`src/rtl/fetch_stage_pkg.sv`:
```
// Shared fetch/decode definitions: next-PC select codes and reset constants.
package fetch_stage_pkg;

  // nPC_sel codes driven by the main decoder for the instruction in D.
  localparam logic [3:0] NPC_PC4  = 4'd0;
  localparam logic [3:0] NPC_BEQ  = 4'd1;
  localparam logic [3:0] NPC_J    = 4'd2;
  localparam logic [3:0] NPC_JR   = 4'd3;
  localparam logic [3:0] NPC_BNE  = 4'd4;
  localparam logic [3:0] NPC_BGEZ = 4'd5;
  localparam logic [3:0] NPC_BGTZ = 4'd6;
  localparam logic [3:0] NPC_BLEZ = 4'd7;
  localparam logic [3:0] NPC_BLTZ = 4'd8;

  localparam logic [31:0] RESET_PC_DEFAULT  = 32'h0000_3000;
  // sll $0,$0,0
  localparam logic [31:0] NOP_INSTR_DEFAULT = 32'h0000_0000;

endpackage

```
`src/rtl/npc_calc.sv`:
```
// Combinational next-PC selection for the instruction currently in D.
module npc_calc
  import fetch_stage_pkg::*;
(
  input  logic [3:0]  npc_sel,
  input  logic [31:0] pc_f,
  input  logic [31:0] pc_d,
  input  logic [31:0] instr_d,
  input  logic [31:0] rs,
  input  logic [31:0] rt,
  output logic [31:0] npc,
  output logic        redirect
);

  logic [31:0] seq_pc;
  logic [31:0] br_off;
  logic [31:0] br_tgt;
  logic [31:0] j_tgt;
  logic        rs_zero;
  logic        unused_opcode;

  // All adders wrap modulo 2^32.
  assign seq_pc  = pc_f + 32'd4;
  assign br_off  = {{14{instr_d[15]}}, instr_d[15:0], 2'b00};
  assign br_tgt  = pc_d + 32'd4 + br_off;
  assign j_tgt   = {pc_d[31:28], instr_d[25:0], 2'b00};
  assign rs_zero = (rs == 32'd0);

  // Opcode is the decoder's business; only the target fields are used here.
  assign unused_opcode = ^instr_d[31:26];

  // Pick the next fetch address; redirect flags any non-sequential choice.
  always_comb begin
    npc      = seq_pc;
    redirect = 1'b0;
    case (npc_sel)
      NPC_BEQ:  redirect = (rs == rt);
      NPC_BNE:  redirect = (rs != rt);
      NPC_BGEZ: redirect = ~rs[31];
      NPC_BGTZ: redirect = ~rs[31] & ~rs_zero;
      NPC_BLEZ: redirect = rs[31] | rs_zero;
      NPC_BLTZ: redirect = rs[31];
      NPC_J:    redirect = 1'b1;
      NPC_JR:   redirect = 1'b1;
      default:  redirect = 1'b0;  // includes unused codes 9-15
    endcase
    if (redirect) begin
      case (npc_sel)
        NPC_J:   npc = j_tgt;
        NPC_JR:  npc = rs;  // no alignment masking
        default: npc = br_tgt;
      endcase
    end
  end

endmodule

```
`src/rtl/fetch_stage.sv`:
```
// Program counter, next-PC selection and IF/ID pipeline register.
// Branches resolve in D with one delay slot, so nothing is ever flushed.
module fetch_stage
  import fetch_stage_pkg::*;
#(
  parameter logic [31:0] RESET_PC  = RESET_PC_DEFAULT,
  parameter logic [31:0] NOP_INSTR = NOP_INSTR_DEFAULT
) (
  input  logic        clk,
  input  logic        rst_n,
  input  logic        stall,
  input  logic [3:0]  npc_sel,
  input  logic [31:0] d_rs_val,
  input  logic [31:0] d_rt_val,
  input  logic [31:0] imem_rdata,
  output logic [31:0] pc_f,
  output logic [31:0] instr_d,
  output logic [31:0] pc_d,
  output logic [31:0] pc8_d,
  output logic        redirect_d
);

  logic [31:0] npc;

  npc_calc u_npc_calc (
    .npc_sel  (npc_sel),
    .pc_f     (pc_f),
    .pc_d     (pc_d),
    .instr_d  (instr_d),
    .rs       (d_rs_val),
    .rt       (d_rt_val),
    .npc      (npc),
    .redirect (redirect_d)
  );

  // Link value for jal/jalr/bgezal/bltzal skips the delay slot.
  assign pc8_d = pc_d + 32'd8;

  // PC and IF/ID register; the delay-slot word is latched normally on a redirect.
  always_ff @(posedge clk or negedge rst_n) begin
    if (!rst_n) begin
      pc_f    <= RESET_PC;
      instr_d <= NOP_INSTR;
      pc_d    <= RESET_PC;
    end else if (!stall) begin
      pc_f    <= npc;
      instr_d <= imem_rdata;
      pc_d    <= pc_f;
    end
  end

endmodule
```
`config.mk`:
```
export PLATFORM = sky130hd
export DESIGN_NAME = fetch_stage
export DESIGN_NICKNAME = d
export VERILOG_FILES = /design/src/rtl/fetch_stage_pkg.sv /design/src/rtl/npc_calc.sv /design/src/rtl/fetch_stage.sv
export SDC_FILE = /design/constraint.sdc
export NUM_CORES = 1
export LEC_CHECK = 0
export ABC_CLOCK_PERIOD_IN_PS = 3000
export BUFFER_PORTS_ARGS = -buffer_cell sky130_fd_sc_hd__buf_4
export CAP_MARGIN = 40
export CORE_AREA = 3 3 174 142
export DETAILED_ROUTE_END_ITERATION = 8
export DIE_AREA = 0 0 177 145
export GPL_ROUTABILITY_DRIVEN = 1
export SLEW_MARGIN = 25
export SYNTH_ARGS = -nofsm -noshare
export SYNTH_HDL_FRONTEND = slang
export SYNTH_SLANG_ARGS = --single-unit
```
`constraint.sdc`:
```
create_clock -name clk -period 3 [get_ports clk]
set_input_delay 0 -clock clk [delete_from_list [all_inputs] [get_ports clk]]
set_output_delay 0 -clock clk [all_outputs]
set_load 0.02 [all_outputs]
```
; ---- Yosys cells after proc, flatten, opt, wreduce, memory -nomap -nowiden
; Index checks and enable logic that the tools add are counted.
[op_classes]
mux = 3
add_sub_neg = 4
reduce_logical = 2
n_bitwise = 4
n_eq_ne = 10
[op_table]
columns = op, n
row1 = $add 32x3->32 const B, 2
row2 = $pmux 32 s2, 1
row3 = $add 32x32->32, 1
row4 = $add 32x4->32 const B, 1
row5 = $eq 32x32->1, 1
row6 = $logic_not 32->1, 1
row7 = $mux 32, 1
row8 = $ne 32x32->1, 1
row9 = $eq 4x3->1 const B, 4
row10 = $eq 4x2->1 const B, 2
row11 = $pmux 1 s7, 1
row12 = $eq 4x1->1 const B, 1
row13 = $eq 4x4->1 const B, 1
row14 = $not 1->1, 2
row15 = $reduce_or 2->1, 1
row16 = $and 1x1->1, 1
row17 = $or 1x1->1, 1
[word_totals]
regBits = 96
elab_cells = 26
inputBits = 103

; ---- Depth between registers and ports, before layout
; Gate-level depths: netlist (run 1).
[logic_depth]
word_depth = 5
depth_mapped = 13
mapped_depth_nobuf = 13

; ---- By module
; Synthesis (run 1) repeated with hierarchy kept, for this count alone.
[hier_totals]
hier_cells = 809
hier_area_um2 = 7903.8
[by_module_without_submodules]
columns = module, instances, cells_per_inst, seq_area_each_um2, area_per_inst_um2
row1 = fetch_stage, 1, 288, 2407.3, 4136.5
row2 = npc_calc, 1, 521, 0.0, 3767.4

; ---- Least setup slack after synthesis (run 1)
; OpenSTA, ideal clock, no wires.
[synth_timing]
kind = register to register
start = register pc_d[3]
end = register pc_f[17]
slack_ns = -0.202
arrival_ns = 3.057
path_stages_with_launch = 12
synth_period_minus_slack_ns = 3.202
required_ns = 2.855
path_cell_list = dfrtp_1 > ha_1 > ha_1 > fa_1 > a21o_1 > a221oi_2 > a2bb2oi_2 > a21boi_1 > a21o_1 > xor2_1 > a2111oi_0 > a221oi_1
[synth_between]
elab_chain_len = 4
[synth_lines]
columns = item, line_no
row1 = start: declaration, fetch_stage.sv:18  ; output logic [31:0] pc_d,
row2 = start signal: assignment, fetch_stage.sv:48  ; pc_d <= pc_f;
row3 = $add 32x3->32, npc_calc.sv:25  ; assign br_tgt = pc_d + 32'd4 + br_off;
row4 = $add 32x32->32, npc_calc.sv:25
row5 = $pmux 32 s2, npc_calc.sv:48  ; case (npc_sel)
row6 = $mux 32, npc_calc.sv:47  ; if (redirect) begin
row7 = end signal: assignment, fetch_stage.sv:46  ; pc_f <= npc;
row8 = end: declaration, fetch_stage.sv:16  ; output logic [31:0] pc_f,
; No other way between the ends.
; A chain may end at the register's enable or synchronous reset.

; ---- Worst setup path in the final report (run 1)
[layout_timing]
start = register pc_d[3]
end = register pc_f[29]
; The elaborated chain is that of the path after synthesis.

==> results.yml, run 1 <==
status:
  status: "complete, but fails checks"
  violations: "negative setup slack"
logic_synthesis:
  syn_nets: 1068
  async_reset_ff_share_pct: 100
  avgSynthCellArea_um2: 8.89
  mappedNetlistArea_mm2: 0.00804
  ys_seq_elements: 96
  syn_inst: 905
  ys.flop_type: "dfrtp_1"
  synthDistinctLibCells: 76
  synth_edf_count: 0
  ys_seq_area_share_pct: 29.9
  yosys_warnings: 0
power:
  switchingPower_w: 0.00540
  p_sw_share_pct: 47.0
  internal_power_w: 0.00609
  p_comb_share_pct: 69.5
  p_clk_share_pct: 10.9
  power.total_w: 0.0115
  seqPwrFrac_pct: 19.6
  ir_worst_vdd_mv: 0.765
  power_density_mw_per_mm2: 965
  power_leakage_nw: 5.37
global_routing:
  grt_start_max_net_pins: 110
  grt_util_all_layers_pct: 25.0
  grt-ovfl-total: 0
  grt_pass1_vias: 8468
  antenna_found_initial: 1
  grt_pass1_wl_mm: 49.4
finish:
  finalNetCount: 1407
  final_layout_size_suffix_gt1_share_pct: 39.2
  fin_area_mm2: 0.0119
  final_core_util_pct: 51.3
  layout.cells.non_filler: 1562
  area_growth_pct: 48.0
sta:
  max_slew.worst_pin.slew_ps: 616
  post-route-period-util_pct: 103
  max_freq_ghz: 0.325
  min_period_ps: 3080
  setup_viol: 6
  skew_ps: 10.6
  hold_violations: 0
  setup_ws_ps: -76.8
  timing.slew.headroom_pct: 57.9
  grt_setup_unrepaired: "yes"
  drv_slew: 0
detailed_routing:
  routed_wl_mm: 33.2
  drc_errors: 0
  via_count: 8627
  ant_nets: 0
  drtIter0Drc: 609
  post_drt_wl_per_cell_um: 21.3
  firstDrtPassIters: 7
  routed_via_density: 5.52
placement:
  hpwl_mm: 25.7
  placed_area_mm2: 0.0108
  dp.cells: 1503
  io_buffer_count: 231
  gp_congestion: 0.902
floorplanning:
  die_h_um: 145
  initial_core_util_pct: 34.7
  core_area_mm2: 0.0232
  dieArea_mm2: 0.0257
  fp-row-count: 50
  pin_count: 232
  fp.dieW_um: 177
clock_tree:
  cts_max_level: 3
  cts_made_buffers: 9
  clk_path_buf_depth: 2
  clk_latency_ps: 370
  cts-root-buf: "clkbuf_16"
  clk_pin_slew_ps: 80
  cts_sinks: 96
  cts_tree: "built"
setup_path:
  end_kind: "flip-flop"
  crit_required_ps: 3250
  arrival_ps: 3330
  crit_path_start_kind: "flip-flop"
  rr_startpoint: "pc_d[3]"
  crit_type: "flip-flop to flip-flop"
  rrSetupSlack_ps: -80
  ff2ff_path_depth: 12
  worstPathMaxFanout: 5
  r2r_end: "pc_f[29]"
hold_path:
  worstHoldPathType: "input port to async pin"
flow_run:
  cap_violations: 0
-- cells in the mapped netlist, types with 4 or more instances --
cell type	instances	area, um2
dfstp_2	4	105
nand2_1	73	274
mux2i_1	31	310
nor2b_1	11	68.8
nor2_1	53	199
a21o_1	15	113
inv_1	25	93.8
o211ai_1	9	67.6
a211o_1	4	35.0
ha_1	59	738
mux2_2	55	619
buf_2	4	20.0
nor4_1	21	131
o21ai_0	47	235
clkbuf_1	33	124
xor2_1	47	412
buf_1	6	22.5
buf_6	5	56.3
o22a_1	5	43.8
a211oi_1	14	105
nor3_1	21	105
o31ai_1	5	37.5
a31oi_1	6	37.5
and2_1	7	43.8
and4_1	4	35.0
a311oi_1	4	35.0
nand4_1	17	106
or3_1	4	25.0
a21oi_1	66	330
a2111oi_0	5	43.8
buf_4	4	30.0
xnor2_1	32	280
and3_1	22	138
nand3_1	33	165
dfrtp_1	92	2300
-- sequential cells by signal, summed over array words and instances, names as in the netlist --
| name | flops |
|---|---|
| pc_f | 32 |
| pc_d | 32 |
| instr_d | 32 |
-- layer usage --
metal	track usage [%]	routed length (um)
met2	40.5	15800
met5	0	0
met1	32.8	14100
met4	9.11	1160
met3	5.08	2120
-- worst max path at each step --
stage,startpoint,to,slack (ps),cells past startpoint
CTS,instr_d[1],pc_f[29],-40,12
global route,pc_d[3],pc_f[29],-170,12
floorplan,instr_d[1],pc_f[17],6,11
detailed placement,instr_d[1],pc_f[17],-220,11
finish,pc_d[3],pc_f[29],-80,12
global placement,instr_d[1],pc_f[17],-190,11
-- cell type report --
type                    count  area, um2
inverters                  26       97.6
multi-input cells         731       5720
repair buffers            380       2980
fillers                  2215      11300
well taps                 312        390
diodes                      1       2.50
clock buffers              10        229
clock inverters             6       72.6
flip-flops and latches     96       2410
-- placed cells by master (no fill, tap or decap), types with 13 or more instances in the layout --
| master | instances |
|---|---|
| o21ai_0 | 40 |
| nand3_1 | 33 |
| inv_1 | 24 |
| mux2i_1 | 31 |
| ha_4 | 13 |
| a21o_1 | 15 |
| dlygate4sd3_1 | 34 |
| nand4_1 | 17 |
| a21oi_1 | 58 |
| nor2_1 | 52 |
| mux2_2 | 54 |
| dfrtp_1 | 89 |
| nand2_1 | 73 |
| and3_1 | 21 |
| xnor2_1 | 31 |
| xor2_1 | 46 |
| ha_1 | 41 |
| buf_4 | 340 |
| nor4_1 | 21 |
| nor3_1 | 19 |
-- cells by family after synthesis --
logic type,synth area share [%]
simple gates,17.4
compound gates,18.7
flops,29.9
mux,11.6
xor+xnor,8.60
buf+inv,4.36
fa+ha+maj,9.43
-- critical path, stage by stage (launching register included) --
cell       delay, ps
dfrtp_2          430
ha_4             250
ha_4             160
fa_2             370
a21o_1           240
a221oi_4         340
a2bb2oi_4        260
buf_6            140
o21ai_4           70
a21oi_2          210
mux2_4           330
a21oi_4          110
a21oi_2           50
-- per-stage QoR --
| step | setup slack [ps] | TNS, ps | hold WS (ps) |
|---|---|---|---|
| floorplan | 6.02 | 0 | -296 |
| global placement | -187 | -740 | -12.7 |
| detailed placement | -218 | -1210 | -8.64 |
| CTS | -35.0 | -35.0 | 159 |
| global route | -169 | -1200 | 182 |
| finish | -76.8 | -193 | 141 |
-- what timing repair did --
action                                  4_1_cts  5_1_grt
buffers inserted                              1        8
pin swaps                                     7       31
endpoints found under the setup margin       14       20
gates resized for setup                      11       61
endpoints found under the hold margin        65        0
hold buffers                                 34        0
cloned                                        0        0
-- power groups by stage --
stage          clock network (W)  registers, W  logic [W]
3_3_place_gp                   0       0.00225    0.00713
4_1_cts                  0.00128       0.00224    0.00739
3_5_place_dp                   0       0.00226    0.00717
6_report                 0.00125       0.00225    0.00799
2_1_floorplan                  0       0.00274    0.00351
5_1_grt                  0.00132       0.00231    0.00858
Power figures use the tool's default switching activity.
==> inputs of run 2 (changes only) <==
Settings changed: CORE_AREA 3 3 174 142 to 3 3 173 141, DIE_AREA 0 0 177 145 to 0 0 176 144, SYNTH_HIERARCHICAL set to 1.
==> run 2 against run 1 <==
Effect of this change:
- the run still ends with negative setup slack left
- cell count shrank 5.4%
- area after synthesis shrank 1.7%
- sequential power up 7%
- clock skew fell by 1.0 ps
- clock-buffer cell count unchanged
- design area about the same
- worst setup slack got worse by 17 ps
- clock power shrank 5%
- combinational power rose by 20%
==> results.yml, run 2 <==
placement:
  dp.cells: 1420
  placed_area_mm2: 0.0108
  io_buffer_count: 231
  place_ws_ps: -236
  gp_congestion: 0.922
  hpwl_mm: 22.8
finish:
  multi_input_area_mm2: 0.00572
  final_common_cell: "buf_4"
  layout.cells.non_filler: 1478
  area_growth_pct: 50.7
  final_layout_size_suffix_gt1_share_pct: 47.0
  seqCellArea_mm2: 0.00242
  finalNetCount: 1330
  fin_area_mm2: 0.0119
  num-fill-cells: 2037
  diodes: 0
  final_cell_mix: "345 x buf_4, 94 x mux2_2, 86 x dfrtp_1"
  final_core_util_pct: 52.7
  top_regs: "instr_d x32, pc_d x32, pc_f x32"
sta:
  max_slew.worst_pin.slew_ps: 743
  post-route-period-util_pct: 103
  skew_ps: 9.54
  hold_violations: 0
  drv_slew: 0
  timing.slew.headroom_pct: 50.0
  setup_ws_ps: -93.8
  fin_hold_ws_ps: 236
  grt_setup_unrepaired: "yes"
  setup_viol: 10
  min_period_ps: 3090
  max_freq_ghz: 0.323
power:
  p_comb_share_pct: 72.7
  power_density_mw_per_mm2: 1110
  internal_power_w: 0.00714
  ir_worst_vdd_mv: 0.594
  switchingPower_w: 0.00602
  seqPwrFrac_pct: 18.3
  p_clk_share_pct: 9.1
  p_sw_share_pct: 45.7
  power_leakage_nw: 5.25
logic_synthesis:
  synth_area_leaders: "dfrtp_1 29%, mux2_2 14%, ha_1 9.3%"
  synth_most_common_cell: "mux2_2"
  avgSynthCellArea_um2: 9.77
  ys_seq_elements: 96
  ys_seq_area_share_pct: 30.5
  synth_top_area_cell: "dfrtp_1"
  netlist.area_leader.share_pct: 29.1
  syn_nets: 972
  async_reset_ff_share_pct: 100
  yosys_warnings: 6
  syn_inst: 809
  ys.flop_type: "dfrtp_1"
  synthDistinctLibCells: 64
  mappedNetlistArea_mm2: 0.00790
  synth_edf_count: 0
  ys_top_cells_by_count: "97 x mux2_2, 92 x dfrtp_1, 82 x xnor2_1, 59 x ha_1, 55 x nor2_1"
floorplanning:
  fp.dieW_um: 176
  dieArea_mm2: 0.0253
  core_area_mm2: 0.0226
  fp-row-count: 49
  pin_count: 232
  die_h_um: 144
  initial_core_util_pct: 34.9
setup_path:
  crit_required_ps: 3240
  critPathMaxStageDelay_ps: 570
  worstPathMaxFanout: 4
  end_kind: "flip-flop"
  crit_path_start_kind: "flip-flop"
  cp_cell_sequence: "ha_4, ha_4, and3_1, a31o_1, a2111oi_4, o21ai_2, a31oi_4, o21ai_4, a41o_1, a32o_1, mux2_2"
  critPathBufInv: 0
  critPathTopFamily: "compound AO/OA/AOI/OAI gates"
  arrival_ps: 3330
  crit_type: "flip-flop to flip-flop"
  slowest_stage: "dfstp_2"
  crit_path_frequent_cell: "ha_4"
  rrSetupSlack_ps: -90
clock_tree:
  clk_latency_ps: 350
  cts_max_level: 3
  cts_tree: "built"
  cts_made_buffers: 9
  clk_path_buf_depth: 2
  cts-root-buf: "clkbuf_16"
  clk_pin_slew_ps: 70
  cts_sinks: 96
status:
  violations: "negative setup slack"
  status: "complete, but fails checks"
global_routing:
  grt_start_max_net_pins: 52
  grt_pass1_vias: 7496
  antenna_found_initial: 0
  grt_util_all_layers_pct: 22.4
  grt_pass1_wl_mm: 44.2
  grt-ovfl-total: 0
detailed_routing:
  drc_errors: 0
  routed_via_density: 5.24
  ant_nets: 0
  post_drt_wl_per_cell_um: 20.0
  drtIter0Drc: 601
  firstDrtPassIters: 5
  routed_wl_mm: 29.5
  via_count: 7740
hold_path:
  worstHoldPathType: "input port to async pin"
flow_run:
  cap_violations: 0
-- run 2: changes by cell type in the layout (fill, tap and decap cells not counted), moves of 12 or more --
cell / delta
nand2_1: -28
xor2_1: -15
a21oi_1: -22
xnor2_1: +49
mux2_2: +40
o21ai_0: -24
a211oi_1: +17
nor3_1: -12
-- run 2: cell families after synthesis --
logic type               after synthesis  synth area share, %
flip-flops                            96                 30.5
buffers and inverters                 57                 3.10
multiplexers                         124                 17.2
AND/OR/NAND/NOR                      209                 13.7
XOR/XNOR                             113                 12.5
adder cells (fa/ha/maj)               60                 9.59
AO/OA/AOI/OAI                        150                 13.4
-- run 2: worst paths after layout --
check,start,depth (start not counted),to
worst max-delay path,pc_d[12],11,pc_f[31]
worst min-delay path,rst_n,2,pc_d[25]
worst max register to register,pc_d[12],11,pc_f[31]
worst min register to register,instr_d[29],1,instr_d[29]
max in group asynchronous,rst_n,3,pc_d[7]
min in group clk,d_rs_val[3],6,pc_f[3]
-- run 2: area by class of cell --
class,instances,share of cell area (%)
Sequential cell,96,20.3
Multi-Input combinational cell,656,48.0
Timing Repair Buffer,383,25.2
Clock buffer,10,2.01
Clock inverter,6,0.578
Tap cell,306,3.21
Inverter,21,0.662
-- run 2: per-stage QoR --
stage / setup TNS (ps) / power (W)
after detailed placement: -1790 / 0.0110
final: -348 / 0.0132
after global placement: -1220 / 0.0110
after floorplan: -393 / 0.00746
after global routing: -1690 / 0.0140
after CTS: -420 / 0.0126
-- run 2: routing by layer --
metal,part of all wire (%),vias up,track usage [%]
li1,-,3674,-
met1,47,3745,32.1
met2,45,289,35.1
met3,6.7,32,4.49
met4,1.8,0,4.91
met5,0,-,0
-- run 2: power by group through the flow --
stage                     combinational, W  sequential [W]  clock [W]
after floorplan                    0.00443         0.00303          0
after global placement             0.00860         0.00238          0
final                              0.00957         0.00240    0.00119
after CTS                          0.00902         0.00238    0.00124
after global routing                0.0103         0.00249    0.00128
after detailed placement           0.00864         0.00240          0
-- run 2: timing repair --
action | in CTS | in global routing
cloned | 0 | 0
endpoints found under the hold margin | 77 | 0
resized for setup | 20 | 39
hold buffers | 33 | 0
setup endpoints to repair | 15 | 19
pin swaps | 19 | 16
buffers inserted | 5 | 4
==> inputs of run 3 (changes only) <==
Settings changed: SKIP_LAST_GASP set to 1.
==> run 3 against run 2 <==
Effect of this change:
- sequential power hardly changed
- maximum frequency hardly changed
- combinational power is 2.9% lower
- largest power group unchanged
- largest cell class unchanged
- critical path depth stayed put
- hold slack better by 2.9 ps
- the flow still finishes with violations (negative setup slack)
==> results.yml, run 3 (synthesis gave the netlist of run 2 again) <==
setup_path:
  critPathTopFamily: "compound AO/OA/AOI/OAI gates"
  critPathBufInv: 0
  r2r_end: "pc_f[29]"
  cp-startpoint: "pc_d[12]"
  ff2ff_path_depth: 11
  critPathCapture: "pc_f[29]"
  crit_required_ps: 3240
  rr_startpoint: "pc_d[12]"
  end_kind: "flip-flop"
  crit_path_start_kind: "flip-flop"
  crit_cells: 11
  critPathMaxStageDelay_ps: 570
  crit_type: "flip-flop to flip-flop"
  slowest_stage: "dfstp_2"
  arrival_ps: 3330
  worstPathMaxFanout: 4
  cp_cell_sequence: "ha_4, ha_4, and3_1, a31o_1, a2111oi_4, o21ai_2, a31oi_4, o21ai_4, o311ai_1, a22oi_1, mux2_2"
  rrSetupSlack_ps: -100
  crit_path_frequent_cell: "ha_4"
power:
  p_sw_share_pct: 45.9
  power_leakage_nw: 5.23
  switchingPower_w: 0.00591
  p_clk_share_pct: 9.3
  ir_worst_vdd_mv: 0.596
  internal_power_w: 0.00696
  seqPwrFrac_pct: 18.6
  power_density_mw_per_mm2: 1100
  p_comb_share_pct: 72.2
global_routing:
  grt_pass1_wl_mm: 44.0
  antenna_found_initial: 0
  grt-ovfl-total: 0
  grt_util_all_layers_pct: 22.3
  grt_pass1_vias: 7487
  grt_start_max_net_pins: 52
floorplanning:
  fp.dieW_um: 176
  initial_core_util_pct: 34.9
  fp-row-count: 49
  dieArea_mm2: 0.0253
  core_area_mm2: 0.0226
  pin_count: 232
  die_h_um: 144
hold_path:
  worstHoldPathType: "input port to async pin"
clock_tree:
  cts_sinks: 96
  clk_path_buf_depth: 2
  clk_pin_slew_ps: 70
  cts_made_buffers: 9
  cts_tree: "built"
  cts_max_level: 3
  clk_latency_ps: 350
  cts-root-buf: "clkbuf_16"
sta:
  fin_hold_ws_ps: 239
  setup_ws_ps: -95.9
  post-route-period-util_pct: 103
  drv_slew: 0
  setup_viol: 13
  min_period_ps: 3100
  timing.slew.headroom_pct: 50.0
  grt_setup_unrepaired: "yes"
  max_slew.worst_pin.slew_ps: 743
  max_freq_ghz: 0.323
  skew_ps: 9.09
  hold_violations: 0
placement:
  io_buffer_count: 231
  hpwl_mm: 22.8
  gp_congestion: 0.922
  dp.cells: 1420
finish:
  final_layout_size_suffix_gt1_share_pct: 45.6
  layout.cells.non_filler: 1475
  finalNetCount: 1327
  final_cell_mix: "342 x buf_4, 95 x mux2_2, 86 x dfrtp_1"
  top_regs: "instr_d x32, pc_d x32, pc_f x32"
  diodes: 0
  final_common_cell: "buf_4"
  area_growth_pct: 48.4
status:
  status: "complete, but fails checks"
  violations: "negative setup slack"
detailed_routing:
  via_count: 7690
  routed_wl_mm: 29.2
  routed_via_density: 5.21
  firstDrtPassIters: 5
  ant_nets: 0
  drtIter0Drc: 621
  post_drt_wl_per_cell_um: 19.8
  drc_errors: 0
flow_run:
  cap_violations: 0
-- run 3: cell count changes in the layout (fill, tap and decap cells not counted), moves of 2 or more --
cell / change
a211oi_2: +2
ha_1: +10
ha_4: -10
o21ai_0: +2
buf_4: -3
-- run 3: per-layer routing --
metal | global-route usage, % | vias up | wire length [um]
li1 | - | 3668 | -
met1 | 32.1 | 3739 | 13800
met2 | 35.0 | 257 | 13000
met3 | 4.36 | 26 | 1890
met4 | 4.91 | 0 | 490
met5 | 0 | - | 0
-- run 3: power by group through the flow --
stage	Sequential [W]	Combinational (W)	Clock, W
2_1_floorplan	0.00303	0.00443	0
3_3_place_gp	0.00238	0.00860	0
3_5_place_dp	0.00240	0.00864	0
4_1_cts	0.00238	0.00901	0.00124
5_1_grt	0.00246	0.0100	0.00128
6_report	0.00239	0.00929	0.00119
-- run 3: per-stage QoR --
step	TNS, ps	utilization, %	total power (W)	area, um2	setup WS, ps
detailed placement	-1790	47.9	0.0110	10800	-236
CTS	-475	51.4	0.0126	11600	-88.9
global route	-2760	51.9	0.0138	11700	-254
floorplan	-393	-	0.00746	8020	-173
finish	-707	51.9	0.0129	11700	-95.9
global placement	-1220	47.9	0.0110	10800	-173
-- run 3: worst min path at each step --
| stage | start | to | slack [ps] | cells past startpoint |
|---|---|---|---|---|
| final | rst_n | pc_d[25] | 240 | 2 |
| after detailed placement | rst_n | pc_d[25] | 90 | 1 |
| after floorplan | rst_n | instr_d[0] | -300 | 0 |
| after CTS | d_rs_val[2] | pc_f[2] | 230 | 6 |
| after global placement | rst_n | pc_d[25] | 80 | 1 |
| after global routing | d_rs_val[0] | pc_f[0] | 260 | 5 |
-- run 3: what timing repair did --
action	CTS	global route
buffers inserted	5	1
cloned	0	0
hold endpoints to repair	77	0
hold buffers	33	0
setup endpoints to repair	15	21
pin swaps	17	5
gates resized for setup	19	21
-- run 3: layout make-up --
class,count,area (um2)
fillers,2054,10900
multi-input cells,656,5570
repair buffers,380,2980
flip-flops and latches,96,2420
well taps,306,383
clock buffers,10,239
inverters,21,78.8
clock inverters,6,68.8
